--- config.mk ---
export PLATFORM = sky130hd
export DESIGN_NAME = ft245_sync_bridge
export DESIGN_NICKNAME = d
export VERILOG_FILES = /design/src/rtl/ft245_sync_bridge.sv
export SDC_FILE = /design/constraint.sdc
export NUM_CORES = 1
export LEC_CHECK = 0
export CORE_ASPECT_RATIO = 0.7
export CORE_MARGIN = 2
export CORE_UTILIZATION = 30
export CTS_CLUSTER_DIAMETER = 100
export DETAILED_ROUTE_END_ITERATION = 6
export HOLD_SLACK_MARGIN = 0.15
export PLACE_DENSITY = 0.55
export SLEW_MARGIN = 20
export SYNTH_ARGS = -nofsm -noshare
export SYNTH_HDL_FRONTEND = slang
export SYNTH_SLANG_ARGS = --single-unit
--- constraint.sdc ---
create_clock -name clk -period 5.5 [get_ports clk]
set_input_delay 0.55 -clock clk [delete_from_list [all_inputs] [get_ports clk]]
set_output_delay 0.55 -clock clk [all_outputs]
set_load 0.005 [all_outputs]
--- src/rtl/ft245_sync_bridge.sv ---
// ---------------------------------------------------------------------------
// ft245_sync_bridge
//
// FPGA-side master for an FT245-style synchronous FIFO bus. Host-to-FPGA
// words on din are collected into a 4-entry receive FIFO that feeds a
// ready/valid stream. Words from a ready/valid transmit stream are collected
// in a 2-entry transmit FIFO and written out on dout.
//
// Ports
//   clk, rst_n           bus clock, asynchronous active-low reset
//   rxfn, txen           host flags (low = data to read / room to write)
//   din                  read data from the host
//   dout, oen, rdn, wrn  registered bus outputs (strobes active-low)
//   rx_data/rx_valid/rx_ready   receive stream toward the core
//   tx_data/tx_valid/tx_ready   transmit stream from the core
//
// Bus sequencing: IDLE -> RD_OE -> RD -> TURN -> IDLE for reads,
// IDLE -> WR -> TURN -> IDLE for writes. TURN is a single cycle with all
// strobes high, so the host and the FPGA never drive the data lines at the
// same time.
// ---------------------------------------------------------------------------
module ft245_sync_bridge #(
    parameter int DATA_W = 32
) (
    input  logic              clk,
    input  logic              rst_n,
    input  logic              rxfn,
    input  logic              txen,
    input  logic [DATA_W-1:0] din,
    output logic [DATA_W-1:0] dout,
    output logic              oen,
    output logic              rdn,
    output logic              wrn,
    output logic [DATA_W-1:0] rx_data,
    output logic              rx_valid,
    input  logic              rx_ready,
    input  logic [DATA_W-1:0] tx_data,
    input  logic              tx_valid,
    output logic              tx_ready
);

    localparam logic [2:0] S_IDLE  = 3'd0;
    localparam logic [2:0] S_RD_OE = 3'd1;
    localparam logic [2:0] S_RD    = 3'd2;
    localparam logic [2:0] S_WR    = 3'd3;
    localparam logic [2:0] S_TURN  = 3'd4;

    // ------------------------------------------------------------------
    // State and bus output registers
    // ------------------------------------------------------------------
    logic [2:0]        state_q, state_d;
    logic              oen_q, oen_d;
    logic              rdn_q, rdn_d;
    logic              wrn_q, wrn_d;
    logic              last_rd_q, last_rd_d;   // 1: last burst served was a read
    logic [DATA_W-1:0] dout_q, dout_d;

    // ------------------------------------------------------------------
    // Receive FIFO (4 entries)
    // ------------------------------------------------------------------
    logic [DATA_W-1:0] rx_mem_q [4];
    logic [1:0]        rx_wptr_q, rx_rptr_q;
    logic [2:0]        rx_cnt_q, rx_cnt_d;
    logic              rx_valid_q;
    logic              rx_push, rx_pop;

    // ------------------------------------------------------------------
    // Transmit FIFO (2 entries)
    // ------------------------------------------------------------------
    logic [DATA_W-1:0] tx_mem_q [2];
    logic              tx_wptr_q, tx_rptr_q;
    logic [1:0]        tx_cnt_q, tx_cnt_d;
    logic              tx_ready_q;
    logic              tx_push, tx_load;

    logic              rd_req, wr_req;

    // A word is taken from the host at every edge where our read strobe is
    // low and the host still flags data.
    assign rx_push = ~rdn_q & ~rxfn;
    assign rx_pop  = rx_valid_q & rx_ready;

    always_comb begin
        rx_cnt_d = rx_cnt_q + {2'b00, rx_push} - {2'b00, rx_pop};
    end

    assign tx_push = tx_valid & tx_ready_q;

    always_comb begin
        tx_cnt_d = tx_cnt_q + {1'b0, tx_push} - {1'b0, tx_load};
    end

    // Read needs three free receive entries (count <= 1); write needs a word.
    assign rd_req = ~rxfn & (rx_cnt_q <= 3'd1);
    assign wr_req = ~txen & (tx_cnt_q != 2'd0);

    // ------------------------------------------------------------------
    // Bus sequencer
    // ------------------------------------------------------------------
    always_comb begin
        state_d   = state_q;
        oen_d     = oen_q;
        rdn_d     = rdn_q;
        wrn_d     = wrn_q;
        last_rd_d = last_rd_q;
        tx_load   = 1'b0;
        case (state_q)
            S_IDLE: begin
                // With both requests pending, serve the side not served last.
                if (rd_req && (!wr_req || !last_rd_q)) begin
                    state_d   = S_RD_OE;
                    oen_d     = 1'b0;
                    last_rd_d = 1'b1;
                end else if (wr_req) begin
                    state_d   = S_WR;
                    wrn_d     = 1'b0;
                    tx_load   = 1'b1;
                    last_rd_d = 1'b0;
                end
            end
            S_RD_OE: begin
                if (rxfn) begin
                    state_d = S_TURN;
                    oen_d   = 1'b1;
                end else begin
                    state_d = S_RD;
                    rdn_d   = 1'b0;
                end
            end
            S_RD: begin
                // Look at the post-edge fill level so the strobe is released
                // before the FIFO can run short of headroom.
                if (rxfn || (rx_cnt_d > 3'd1)) begin
                    state_d = S_TURN;
                    rdn_d   = 1'b1;
                    oen_d   = 1'b1;
                end
            end
            S_WR: begin
                // The word on dout is transferred at this edge no matter what
                // txen says; keep going only if the host still has room and a
                // further word is already buffered.
                if (!txen && (tx_cnt_q != 2'd0)) begin
                    tx_load = 1'b1;
                end else begin
                    state_d = S_TURN;
                    wrn_d   = 1'b1;
                end
            end
            S_TURN: begin
                state_d = S_IDLE;
            end
            default: begin
                state_d = S_IDLE;
                oen_d   = 1'b1;
                rdn_d   = 1'b1;
                wrn_d   = 1'b1;
            end
        endcase
    end

    // Loading dout pops the transmit FIFO, so each word leaves exactly once.
    always_comb begin
        dout_d = dout_q;
        if (tx_load) begin
            dout_d = tx_mem_q[tx_rptr_q];
        end
    end

    always_ff @(posedge clk or negedge rst_n) begin
        if (!rst_n) begin
            state_q   <= S_IDLE;
            oen_q     <= 1'b1;
            rdn_q     <= 1'b1;
            wrn_q     <= 1'b1;
            last_rd_q <= 1'b0;
            dout_q    <= '0;
        end else begin
            state_q   <= state_d;
            oen_q     <= oen_d;
            rdn_q     <= rdn_d;
            wrn_q     <= wrn_d;
            last_rd_q <= last_rd_d;
            dout_q    <= dout_d;
        end
    end

    // ------------------------------------------------------------------
    // Receive FIFO control and storage
    // ------------------------------------------------------------------
    always_ff @(posedge clk or negedge rst_n) begin
        if (!rst_n) begin
            rx_wptr_q  <= 2'd0;
            rx_rptr_q  <= 2'd0;
            rx_cnt_q   <= 3'd0;
            rx_valid_q <= 1'b0;
        end else begin
            if (rx_push) begin
                rx_wptr_q <= rx_wptr_q + 2'd1;
            end
            if (rx_pop) begin
                rx_rptr_q <= rx_rptr_q + 2'd1;
            end
            rx_cnt_q   <= rx_cnt_d;
            rx_valid_q <= (rx_cnt_d != 3'd0);
        end
    end

    always_ff @(posedge clk) begin
        if (rx_push) begin
            rx_mem_q[rx_wptr_q] <= din;
        end
    end

    // ------------------------------------------------------------------
    // Transmit FIFO control and storage
    // ------------------------------------------------------------------
    always_ff @(posedge clk or negedge rst_n) begin
        if (!rst_n) begin
            tx_wptr_q  <= 1'b0;
            tx_rptr_q  <= 1'b0;
            tx_cnt_q   <= 2'd0;
            tx_ready_q <= 1'b0;
        end else begin
            if (tx_push) begin
                tx_wptr_q <= ~tx_wptr_q;
            end
            if (tx_load) begin
                tx_rptr_q <= ~tx_rptr_q;
            end
            tx_cnt_q   <= tx_cnt_d;
            tx_ready_q <= (tx_cnt_d != 2'd2);
        end
    end

    always_ff @(posedge clk) begin
        if (tx_push) begin
            tx_mem_q[tx_wptr_q] <= tx_data;
        end
    end

    assign dout     = dout_q;
    assign oen      = oen_q;
    assign rdn      = rdn_q;
    assign wrn      = wrn_q;
    assign rx_data  = rx_mem_q[rx_rptr_q];
    assign rx_valid = rx_valid_q;
    assign tx_ready = tx_ready_q;

endmodule

==> run_results.csv <==
group,metric,value,unit
route,dr_total_vias,5860,
logic_synthesis,postSynth.topFlopCell,"edfxtp_1",
placement,global_placement_routability_congestion,0.742,
flow_run,timing.max_cap.violations,0,
route,drt_wl_total,23400,um
worst_setup_path,category_of_the_critical_setup_timing_path,"reg -> out",
layout,layout.core_utilization,38.1,%
logic_synthesis,synth-edff-count,192,
route,drc,0,
sta,maxClockFrequency,298,MHz
die,die_span_in_y,158,um
route,first_pass_iters,4,
cts,clk-insertion-delay-late,0.53,ns
layout,post_layout_net_count,816,
placement,placement.cell_area,0.0119,sq mm
global_routing,grt_use_total,13.4,%
logic_synthesis,netlist_area,0.0101,sq mm
route,detail_route.wl_per_cell,19.7,um
power_and_ir_drop,max-vdd-ir-drop,0.206,mV
logic_synthesis,gate_count_post_synth,607,
global_routing,grt.overflow.total,0,
route,drt.antenna.violating_nets,0,
logic_synthesis,synth.cells.most_frequent,"edfxtp_1 (192), dfrtp_1 (49), nand2_1 (42)",
cts,cts-resized-gates,0,
cts,clk_transition_reported_paths,0.07,ns
sta,setup_viol_count_final,0,
logic_synthesis,seq_area_frac_synth,69.9,%
logic_synthesis,post-synth-top-area-cell,"edfxtp_1",
worst_setup_path,endpoint_kind,"output pin",
global_routing,grt_pass1_wl,36300,um
logic_synthesis,combinational_family_with_the_most_area_after_synthesis,"multiplexers",
worst_setup_path,crit_slowest_cell,"dfrtp_2",
sta,slew-limit-headroom,39.5,%
sta,clock-skew-final,0.0143,ns
global_routing,first_global_vias,6079,
logic_synthesis,synth.top_cells.by_area,"edfxtp_1 (57%), dfrtp_1 (12%), mux4_2 (7.1%)",
sta,setup_slack,2.15,ns
die,die_area,0.0352,sq mm
cts,tritoncts_clock_tree,"yes",
placement,portBuffers,138,
logic_synthesis,post_synth_mux_area_share,10.4,%
logic_synthesis,syn_avg_cell_area,16.7,sq um
logic_synthesis,synth_fa_ha_area_share,1.44,%
cts,post-cts-setup-buffers,0,
sta,final_hold_viol_count,0,
min_path,hold_path.class,"in -> async",
route,drtIter0Drc,490,
logic_synthesis,synthSimpleGateAreaFrac,7.13,%
cts,clock-sinks,244,
die,fp.coreArea,0.0334,sq mm
sta,fin_setup_tns,0,ns
status,outcome,"finished, final reports clean",
worst_setup_path,cp_data_arrival_time,2.80,ns
die,placement_rows,56,
worst_setup_path,critical_path.cell_chain,"buf_4 -> mux4_2 -> clkdlybuf4s50_1",
layout,filler_cell_count,3088,
route,via_to_cell_ratio,4.92,
global_routing,grt_max_degree,53,
logic_synthesis,synth_xor_xnor_area_share,0.607,%
layout,post_route_cells_drive_above_1_share,13.7,%
sta,grt_setup_unrepaired,"false",
placement,dp.final_hpwl,13700,um
die,die_width,223,um
worst_setup_path,critical_path.max_stage_delay,0.73,ns
cts,level_count_of_the_clock_h_tree,1,
placement,worst_setup_slack_after_placement,1.77,ns
power_and_ir_drop,p_total,0.00665,W
worst_setup_path,critPathMaxFanout,18,
die,io_pins,139,
cts,cts-buffers-inserted,25,
layout,flow.area_growth_from_synthesis,25.9,%
cts,cts.hold.buffers_added,0,
layout,final_area,0.0127,sq mm
power_and_ir_drop,cellPowerDensity,523,mW/mm^2
worst_setup_path,cp-start-kind,"flop",
sta,min_period,3.35,ns
cts,cts_max_path_buffers,3,
cts,cts_root_buffer,"clkbuf_16",
logic_synthesis,yosys_register_bits,244,
worst_setup_path,required,4.95,ns
logic_synthesis,post-synth-top-count-cell,"edfxtp_1",
sta,period_share,60.9,%
die,initial_utilization,30.3,%
global_routing,antenna_found_initial,1,
logic_synthesis,synth_top_area_share,57.0,%
logic_synthesis,async_reset_ff_share,21.3,%
logic_synthesis,synth_compound_area_share,8.03,%
sta,final_max_slew_viol_count,0,
power_and_ir_drop,p_leak,4.41,nW
logic_synthesis,syn-num-nets,688,
sta,tightest_slew,0.904,ns
logic_synthesis,library_cells_used_by_synthesis,45,
logic_synthesis,synth-warning-count,0,
worst max-delay path, delay by kind of cell (launching register included):
kind / cells / cell delay [ns]
multiplexers: 1 / 0.60
buffers and inverters: 2 / 0.93
flip-flops: 1 / 0.73
registers in the layout, indices dropped and copies added, names as in the netlist, 2 cells and up:
| signal | cells |
|---|---|
| rx_mem_q | 128 |
| tx_mem_q | 64 |
| dout | 32 |
| state_q | 3 |
| rx_wptr_q | 2 |
| tx_cnt_q | 2 |
| rx_rptr_q | 2 |
| rx_cnt_q | 3 |
final timing paths:
path / startpoint / endpoint / slack [ns] / cells after the start
setup / recovery: rx_rptr_q[0] / rx_data[14] / 2.15 / 3
hold / removal: rst_n / dout[4] / 0.18 / 2
setup reg to reg: state_q[1] / tx_ready / 2.48 / 8
hold reg to reg: oen / oen / 0.51 / 1
max in group asynchronous: rst_n / rx_rptr_q[0] / 4.77 / 2
min in group clk: oen / oen / 0.51 / 1
cells by family (layout without fill, tap and decap cells):
kind of cell	after synthesis	after routing
mux	65	65
buf+inv	54	201
simple gates	134	134
compound gates	92	92
xor+xnor	7	7
other cells	0	1
flops	244	244
fa+ha+maj	11	11
cell usage in the layout, fill, tap and decap left out, types with 3 or more instances in the layout:
cell	n
and2_2	4
buf_4	7
nor3b_1	32
nor2_1	6
a2111o_1	32
edfxtp_1	192
inv_1	9
o31ai_1	35
dfrtp_2	3
mux4_2	32
nand2b_1	3
mux2i_1	33
ha_1	10
clkbuf_16	25
dfrtp_1	46
a21oi_1	6
clkinv_2	7
dfstp_2	3
nor3_1	33
clkdlybuf4s50_1	137
o21ai_0	5
clkbuf_1	8
xnor2_1	6
nand2_1	41
per-layer routing:
metal / global-route usage (%) / vias up / part of all wire [%]
met5: 0 / - / 0
met4: 3.11 / 0 / 1.6
li1: - / 2678 / -
met1: 19.0 / 2989 / 48
met2: 20.8 / 164 / 44
met3: 3.19 / 29 / 6.0
cell type report:
type	instances	area (sq um)	area share [%]
Clock buffer	35	683	5.37
Timing Repair Buffer	146	1460	11.4
Tap cell	435	544	4.28
Sequential cell	244	7070	55.6
Antenna cell	1	2.50	0.0197
Clock inverter	11	113	0.885
Inverter	9	33.8	0.266
Multi-Input combinational cell	309	2820	22.1
metrics by stage:
stage	hold WS, ns	instances
after floorplan	0.254	607
after global placement	0.497	1142
after detailed placement	0.503	1142
after CTS	0.188	1188
after global routing	0.210	1189
final	0.180	1190
power by group:
| group | internal, W | leakage (nW) | switching, W |
|---|---|---|---|
| sequential | 0.00237 | 2.33 | 0.000352 |
| clock | 0.000964 | 0.396 | 0.000707 |
| combinational | 0.00121 | 1.68 | 0.00105 |
No activity file was read; power rests on OpenSTA's default activity.
